$ cat src/rtl/coproc_pkg.sv
// Shared coprocessor definitions: arbiter state encoding, requester indices
// and the memory geometry defaults shared with the main control unit.
package coproc_pkg;

   localparam int ADDR_W_DEF  = 10;
   localparam int DATA_W_DEF  = 32;
   localparam int REQ_MAIN_CU = 0;

   typedef enum logic [1:0] {
      S_IDLE  = 2'b00,
      S_GRANT = 2'b01,
      S_TURN  = 2'b10
   } arb_state_t;

   // Next round-robin index after idx, wrapping at n.
   function automatic int rr_wrap_inc(input int idx, input int n);
      return (idx + 1 >= n) ? 0 : idx + 1;
   endfunction

endpackage

$ cat src/rtl/rr_priority_picker.sv
// Combinational round-robin picker: first set request bit at or above rr_ptr,
// wrapping around. Also used by the processor result-collection logic.
module rr_priority_picker #(
   parameter int N     = 5,
   parameter int IDX_W = $clog2(N)
) (
   input  logic [N-1:0]     request,
   input  logic [IDX_W-1:0] rr_ptr,
   output logic [IDX_W-1:0] winner,
   output logic             valid
);

   logic [2*N-1:0] req_dbl;
   logic [N-1:0]   req_rot;
   logic [IDX_W:0] sum;

   // Doubling the vector turns the wrap-around scan into a plain part-select.
   assign req_dbl = {request, request};
   assign req_rot = req_dbl[rr_ptr +: N];

   always_comb begin
      winner = '0;
      valid  = 1'b0;
      sum    = '0;
      for (int i = 0; i < N; i++) begin
         if (!valid && req_rot[i]) begin
            valid = 1'b1;
            sum   = {1'b0, rr_ptr} + (IDX_W+1)'(i);
            if (sum >= (IDX_W+1)'(N))
               sum = sum - (IDX_W+1)'(N);
            winner = sum[IDX_W-1:0];
         end
      end
   end

endmodule

$ cat src/rtl/memory_arbiter.sv
// Round-robin arbiter for the shared coprocessor memory port; muxes the
// owner's address/data/write strobe and forces release on over-long holds.
//
// state   | meaning
// S_IDLE  | no owner, arbitrate on every edge
// S_GRANT | o_Grant one-hot, owner drives the memory port
// S_TURN  | one-cycle turnaround after a release, then arbitrates like S_IDLE
module memory_arbiter
   import coproc_pkg::*;
#(
   parameter int N_REQ    = 5,
   parameter int ADDR_W   = ADDR_W_DEF,
   parameter int DATA_W   = DATA_W_DEF,
   parameter int MAX_HOLD = 64
) (
   input  logic                       i_Clock,
   input  logic                       i_Reset,
   input  logic [N_REQ-1:0]           i_Request,
   output logic [N_REQ-1:0]           o_Grant,
   input  logic [N_REQ*ADDR_W-1:0]    i_Address,
   input  logic [N_REQ*DATA_W-1:0]    i_Write_Data,
   input  logic [N_REQ-1:0]           i_Write_Enable,
   output logic [ADDR_W-1:0]          o_Mem_Address,
   output logic [DATA_W-1:0]          o_Mem_Write_Data,
   output logic                       o_Mem_Write_Enable,
   input  logic [DATA_W-1:0]          i_Mem_Read_Data,
   output logic [DATA_W-1:0]          o_Read_Data,
   output logic [$clog2(N_REQ)-1:0]   o_Owner,
   output logic                       o_Busy
);

   localparam int OWN_W  = $clog2(N_REQ);
   localparam int HOLD_W = $clog2(MAX_HOLD + 1);

   arb_state_t        state;
   logic [OWN_W-1:0]  rr_ptr;
   logic [HOLD_W-1:0] hold;
   logic [OWN_W-1:0]  pick_winner;
   logic              pick_valid;
   logic [OWN_W-1:0]  next_ptr;
   logic [OWN_W-1:0]  sel;
   logic              hold_max;
   logic              others_pending;
   logic              release_now;

   rr_priority_picker #(
      .N     (N_REQ),
      .IDX_W (OWN_W)
   ) u_picker (
      .request (i_Request),
      .rr_ptr  (rr_ptr),
      .winner  (pick_winner),
      .valid   (pick_valid)
   );

   assign hold_max       = (hold == HOLD_W'(MAX_HOLD));
   assign others_pending = |(i_Request & ~o_Grant);
   assign release_now    = !i_Request[o_Owner] || (hold_max && others_pending);
   assign next_ptr       = OWN_W'(rr_wrap_inc(int'(o_Owner), N_REQ));

   always_ff @(posedge i_Clock or posedge i_Reset) begin
      if (i_Reset) begin
         state   <= S_IDLE;
         o_Grant <= '0;
         o_Busy  <= 1'b0;
         o_Owner <= '0;
         rr_ptr  <= '0;
         hold    <= '0;
      end else begin
         case (state)
            S_IDLE, S_TURN: begin
               if (pick_valid) begin
                  o_Grant <= N_REQ'(1) << pick_winner;
                  o_Owner <= pick_winner;
                  o_Busy  <= 1'b1;
                  hold    <= HOLD_W'(1);
                  state   <= S_GRANT;
               end else begin
                  state   <= S_IDLE;
               end
            end
            S_GRANT: begin
               if (release_now) begin
                  o_Grant <= '0;
                  o_Busy  <= 1'b0;
                  hold    <= '0;
                  rr_ptr  <= next_ptr;
                  state   <= S_TURN;
               end else if (!hold_max) begin
                  hold    <= hold + HOLD_W'(1);
               end
            end
            default: begin
               o_Grant <= '0;
               o_Busy  <= 1'b0;
               hold    <= '0;
               state   <= S_IDLE;
            end
         endcase
      end
   end

   // With no owner the port idles on the main control unit's slice.
   assign sel = o_Busy ? o_Owner : OWN_W'(REQ_MAIN_CU);

   assign o_Mem_Address      = i_Address[sel*ADDR_W +: ADDR_W];
   assign o_Mem_Write_Data   = i_Write_Data[sel*DATA_W +: DATA_W];
   assign o_Mem_Write_Enable = o_Busy & i_Request[o_Owner] & i_Write_Enable[o_Owner];
   assign o_Read_Data        = i_Mem_Read_Data;

endmodule

$ cat config.mk
export PLATFORM = sky130hd
export DESIGN_NAME = memory_arbiter
export DESIGN_NICKNAME = d
export VERILOG_FILES = /design/src/rtl/coproc_pkg.sv /design/src/rtl/rr_priority_picker.sv /design/src/rtl/memory_arbiter.sv
export SDC_FILE = /design/constraint.sdc
export NUM_CORES = 1
export LEC_CHECK = 0
export ABC_AREA = 0
export BUFFER_PORTS_ARGS = -buffer_cell sky130_fd_sc_hd__buf_2
export CELL_PAD_IN_SITES_DETAIL_PLACEMENT = 1
export CELL_PAD_IN_SITES_GLOBAL_PLACEMENT = 2
export CORE_MARGIN = 2
export CORE_UTILIZATION = 20
export DETAILED_ROUTE_END_ITERATION = 10
export PLACE_DENSITY = 0.84
export SYNTH_ARGS = -nofsm -noshare
export SYNTH_HDL_FRONTEND = slang
export SYNTH_SLANG_ARGS = --single-unit
$ cat constraint.sdc
create_clock -name i_Clock -period 4 [get_ports i_Clock]
set_clock_uncertainty 0.15 [all_clocks]
set_input_delay 0.8 -clock i_Clock [delete_from_list [all_inputs] [get_ports i_Clock]]
set_output_delay 0.8 -clock i_Clock [all_outputs]
set_load 0.005 [all_outputs]
Word level (Yosys, flattened, before mapping)
Cells that the tools add are included.
{"block": "totals", "ff_bits": 21, "input_bits": 254, "rom_bits": 0, "latch_bits": 0, "output_inout_bits": 84, "wordCells": 91, "mem_count": 0, "ramBits": 0}
{"block": "classes", "n_shift": 4, "eq_ne": 6, "multipliers": 1, "n_addsub": 11, "mux": 34, "magnitude_cmp": 7, "reduce_logical": 18, "n_bitwise": 4, "div": 0}
{"op": "variable part select 160 x 9 -> 32 bit", "count": 1}
{"op": "variable part select 50 x 8 -> 10 bit", "count": 1}
{"op": "two-way mux 3 bit", "count": 12}
{"op": "two-way mux 7 bit", "count": 3}
{"op": "greater-or-equal comparator 4 x 3 -> 1 bit, second input constant", "count": 5}
{"op": "subtractor 3 bit, second input constant", "count": 5}
{"op": "one-hot mux 7 bit (2 select lines)", "count": 1}
{"op": "two-way mux 1 bit", "count": 10}
{"op": "two-way mux 5 bit", "count": 2}
{"op": "one-hot mux 5 bit (2 select lines)", "count": 1}
{"op": "variable part select 10 x 4 -> 5 bit", "count": 1}
{"op": "adder 3 x 1 -> 4 bit, second input constant", "count": 2}
{"op": "adder 3 x 2 -> 4 bit, second input constant", "count": 2}
{"op": "AND reduction 2 bit", "count": 4}
{"op": "adder 7 x 1 -> 7 bit, second input constant", "count": 1}
{"op": "== test 7 bit, second input constant", "count": 1}
{"op": "binary-select mux 1 bit (select 3 bit)", "count": 2}
{"op": "multiplier 3 x 3 -> 6 bit, second input constant", "count": 1}
{"op": "AND 5 bit", "count": 1}
{"op": "logical AND 1 bit", "count": 5}
{"op": "zero test 1 bit", "count": 5}
{"op": "NOT 5 bit", "count": 1}
{"op": "OR reduction 5 bit", "count": 1}
{"op": "<< shifter 1 x 3 -> 5 bit, first input constant", "count": 1}
{"op": "14 further kinds", "count": 16}

Longest topological paths before layout
{"block": "depth", "word_depth": 17, "ltp_mapped": 12, "depth_no_buf": 10}

By module
A second synthesis with hierarchy kept.
{"block": "hier_totals", "cells_unflattened": 606, "hier_area_um2": 4309.1}
{"module": "memory_arbiter", "cells_each": 500, "seq_area_each_um2": 525.5, "area_each_um2": 3492.1, "instances": 1}
{"module": "rr_priority_picker", "cells_each": 106, "seq_area_each_um2": 0.0, "area_each_um2": 817.0, "instances": 1}

Worst setup path after synthesis
No wires, ideal clock.
{"block": "synth_timing", "path_type": "register -> register", "startpoint": "register rr_ptr[0]", "endpoint": "register o_Grant[2]", "t_arrival_ns": 2.858, "period_less_slack_ns": 3.130, "stages_incl_launch_ff": 13, "path_buffers": 2, "t_required_ns": 3.728, "slack_ns": 0.870, "setup_time_ns": 0.122, "cell_sequence": "dfrtp_1 > clkbuf_1 > buf_2 > clkinv_1 > ha_1 > fa_1 > a21bo_2 > nor2_1 > a2111o_1 > o221ai_1 > o211ai_1 > nor2b_1 > a32o_1"}
{"block": "synth_between", "elab_chain_len": 17, "word_cells_on_any_way": 43, "classes_between": "add/sub (9); order compare (5); eq/ne (1); shift (2); mux (17); reduce/logical (9)"}
{"element": "start: declaration", "line_no": "memory_arbiter.sv:36", "text": "logic [OWN_W-1:0] rr_ptr;"}
{"element": "start signal: assignment", "line_no": "memory_arbiter.sv:87", "text": "rr_ptr <= next_ptr;"}
{"element": "variable part select 10 x 4 -> 5 bit", "line_no": "rr_priority_picker.sv:19", "text": "assign req_rot = req_dbl[rr_ptr +: N];"}
{"element": "two-way mux 1 bit", "line_no": "rr_priority_picker.sv:26", "text": "if (!valid && req_rot[i]) begin"}
{"element": "zero test 1 bit", "line_no": "rr_priority_picker.sv:26"}
{"element": "logical AND 1 bit", "line_no": "rr_priority_picker.sv:26"}
{"element": "two-way mux 1 bit", "line_no": "rr_priority_picker.sv:26"}
{"element": "zero test 1 bit", "line_no": "rr_priority_picker.sv:26"}
{"element": "logical AND 1 bit", "line_no": "rr_priority_picker.sv:26"}
{"element": "two-way mux 1 bit", "line_no": "rr_priority_picker.sv:26"}
{"element": "zero test 1 bit", "line_no": "rr_priority_picker.sv:26"}
{"element": "logical AND 1 bit", "line_no": "rr_priority_picker.sv:26"}
{"element": "two-way mux 1 bit", "line_no": "rr_priority_picker.sv:26"}
{"element": "zero test 1 bit", "line_no": "rr_priority_picker.sv:26"}
{"element": "logical AND 1 bit", "line_no": "rr_priority_picker.sv:26"}
{"element": "two-way mux 3 bit", "line_no": "rr_priority_picker.sv:26"}
{"element": "<< shifter 1 x 3 -> 5 bit", "line_no": "memory_arbiter.sv:73", "text": "o_Grant <= N_REQ'(1) << pick_winner;"}
{"element": "two-way mux 5 bit", "line_no": "memory_arbiter.sv:72", "text": "if (pick_valid) begin"}
{"element": "one-hot mux 5 bit (2 select lines)", "line_no": "memory_arbiter.sv:70", "text": "case (state)"}
{"element": "end signal: assignment", "line_no": "memory_arbiter.sv:73"}
{"element": "end: declaration", "line_no": "memory_arbiter.sv:19", "text": "output logic [N_REQ-1:0] o_Grant,"}
Parallel ways exist; a longest one is shown, timed or not. The select of a mux whose other input is x is not followed.
A chain may end at the register's enable or synchronous reset.

Worst setup path in the final report
{"block": "layout_timing", "startpoint": "register o_Owner[0]", "endpoint": "output o_Mem_Write_Data[28]"}
{"block": "layout_between", "elab_chain_len": 2}
{"element": "start: declaration", "line_no": "memory_arbiter.sv:28", "text": "output logic [$clog2(N_REQ)-1:0] o_Owner,"}
{"element": "start signal: assignment", "line_no": "memory_arbiter.sv:74", "text": "o_Owner <= pick_winner;"}
{"element": "two-way mux 3 bit", "line_no": "memory_arbiter.sv:104", "text": "assign sel = o_Busy ? o_Owner : OWN_W'(REQ_MAIN_CU);"}
{"element": "variable part select 160 x 9 -> 32 bit", "line_no": "memory_arbiter.sv:107", "text": "assign o_Mem_Write_Data = i_Write_Data[sel*DATA_W +: DATA_W];"}
{"element": "end: declaration", "line_no": "memory_arbiter.sv:24", "text": "output logic [DATA_W-1:0] o_Mem_Write_Data,"}
Every way passes these cells.

==> reports/metrics.cfg <==
[logic_synthesis]
ys_top_cells_by_area = mux2_2, dfrtp_1, a221oi_1, o21ai_0, a21o_1
synth_area_leader_cell = mux2_2
synth-seq-cells = 21
synth_common_cells = o21ai_0, nor2_1, mux2_2
synth_edf_count = 0
yosys_warnings = 0
syn_nets = 844
synth.distinct_cells = 67
syn_inst = 577
netlist_area_um2 = 4310
syn_avg_cell_area_um2 = 7.47
async_flop_share_pct = 100
synth_top_area_share_pct = 12.5
yosysMostFrequentCell = o21ai_0
ys.flop_type = dfrtp_1
ys_seq_area_share_pct = 12.2

[final_layout]
ff_latch_area_um2 = 531
final_cells = 1060
multi_input_area_um2 = 3270
areaGrowthSynthToFinish_pct = 34.7
diodes = 0
nets = 1053
layout-drive-gt1-share_pct = 45.9
nFillCells = 2697
fin_area_um2 = 5810

[setup_path]
cp-end-kind = output port
r2r_end = o_Grant[4]$_DFFE_PP0P_
ff2ff_setup_slack_ns = 0.81
crit_path_start_kind = flip-flop
worstPathRequired_ns = 3.05
reg2reg_from = rr_ptr[1]$_DFFE_PP0P_
path_class = flip-flop to output port
worstPathMaxFanout = 30
reg2reg_depth = 9
critPathArrivalTime_ns = 2.38

[cts]
clock_path_buffers = 2
cts_tree = done
clkSinkCount = 21
cts_buffers = 3
holdBufCountCts = 0
post_cts_buffers = 0
clkLatencyLatePin_ns = 0.25
post_cts_resized = 0
clk_pin_slew_ns = 0.06
cts_htree_levels = 1
cts-root-buf = clkbuf_16

[grt]
grt_max_degree = 53
groute.usage.overall_pct = 16.1
grt_pass1_vias = 5552
grt_pass1_wl_um = 29200
antenna_found_initial = 2
grt_remaining_overflow = 0

[timing]
slew_headroom_pct = 45.9
max_freq_ghz = 0.300
hold_ws_ns = 0.396
hold_viol = 0
min_period_ns = 3.33
final.setup.tns_ns = 0
finalSetupViolations = 0
fin_crit_sh_pct = 83.3
worstMarginPinSlew_ns = 0.810
slew_violations = 0
grt_setup_unrepaired = false

[worst_hold_path]
min_path_type = flip-flop to flip-flop
whs_path_depth = 1
worstHoldStart = o_Grant[0]$_DFFE_PP0P_
min_to = o_Grant[0]$_DFFE_PP0P_

[route]
firstDrtPassIters = 4
drc = 0
vias_per_cell = 5.13
antenna_left = 0
wirelength_um = 19800
drt_iter0_drc = 129
dr_total_vias = 5434
wl_per_cell_um = 18.6

[pwr]
power.density_nw_per_um2 = 717
vdd_ir_drop_max_mv = 0.222
p_leak_nw = 2.75

[status]
status = finished, final reports clean

[place]
dpl.hpwl_um = 16000
io_buffers = 273
post_dp_cell_area_um2 = 5720
dpl.cell_count = 1056
place.gp.congestion = 0.862

[run]
max_cap_violations = 0

[die]
fp.dieArea_um2 = 22700
fp.dieW_um = 151
fp.dieH_um = 151
start_util_pct = 20.4
rows = 53
design.core.area_um2 = 21100
io_pins = 338

==> cell type report <==
cell class / count / share of cell area (%)
clock buffer: 3 / 1.29
clock inverter: 1 / 0.129
inverter: 17 / 1.10
multi-input combinational: 455 / 56.3
sequential: 21 / 9.14
tap: 275 / 5.93
timing repair buffer: 288 / 26.1
==> logic make-up after synthesis <==
| logic type | synth area share [%] |
|---|---|
| multiplexers | 15.6 |
| flip-flops | 12.2 |
| XOR/XNOR | 0.813 |
| adder cells (fa/ha/maj) | 3.95 |
| AO/OA/AOI/OAI | 41.4 |
| buffers and inverters | 12.0 |
| AND/OR/NAND/NOR | 14.0 |
==> worst max-delay path: stages (launching register included) <==
cell     delay, ns
dfrtp_4       0.65
nor2_1        0.18
and3_2        0.60
buf_4         0.36
a21o_1        0.18
buf_2         0.12
==> cell usage in the layout, fill, tap and decap left out, types with 3 or more instances in the layout <==
cell / instances
a21o_1: 42
a21oi_1: 16
a221oi_1: 43
a32o_1: 5
and2_1: 3
buf_12: 3
buf_2: 273
buf_4: 12
clkbuf_16: 3
dfrtp_1: 19
ha_1: 12
inv_1: 13
mux2_2: 48
mux2i_1: 5
mux4_2: 3
nand2_1: 17
nand3_1: 7
nor2_1: 59
nor2b_1: 6
nor3_1: 4
o211ai_1: 5
o21a_1: 3
o21ai_0: 71
o22ai_1: 31
o31ai_1: 5
or3_1: 16
xnor2_1: 3
==> through the flow <==
| stage | total power [mW] | worst slack (ns) | utilization [%] |
|---|---|---|---|
| floorplan | 2.80 | 0.870 | - |
| global placement | 3.94 | 0.853 | 27.1 |
| detailed placement | 3.98 | 0.753 | 27.1 |
| CTS | 4.22 | 0.619 | 27.5 |
| global route | 4.59 | 0.526 | 27.5 |
| finish | 4.16 | 0.669 | 27.5 |
==> metal layers <==
layer | share of wire [%] | up-vias | GRT usage [%]
met2 | 51 | 218 | 29.2
met1 | 41 | 2576 | 19.7
met5 | 0.14 | - | 0
met4 | 2.5 | 4 | 4.11
met3 | 5.9 | 36 | 2.62
li1 | - | 2600 | -
==> worst max path at each step <==
stage | from | to | depth (start not counted)
3_5_place_dp | i_Request[2] | hold[3]$_DFFE_PP0P_ | 8
3_3_place_gp | rr_ptr[1]$_DFFE_PP0P_ | o_Grant[4]$_DFFE_PP0P_ | 9
4_1_cts | o_Owner[0]$_DFFE_PP0P_ | o_Mem_Write_Data[22] | 5
5_1_grt | o_Owner[0]$_DFFE_PP0P_ | o_Mem_Write_Data[22] | 5
6_report | o_Owner[0]$_DFFE_PP0P_ | o_Mem_Write_Data[28] | 5
2_1_floorplan | rr_ptr[0]$_DFFE_PP0P_ | o_Grant[2]$_DFFE_PP0P_ | 12
==> where the power goes <==
group          switching [mW]  internal, mW  leakage, nW  total, mW
registers               0.157         0.283        0.273      0.440
logic                    1.92          1.58         2.44       3.50
clock network          0.0820         0.135       0.0371      0.217
==> sequential cells by signal, summed over array words and instances (netlist names) <==
name     flops
rr_ptr       3
o_Owner      3
hold         7
o_Busy       1
state        2
o_Grant      5
Note: power is estimated with default switching activity, not from simulation.
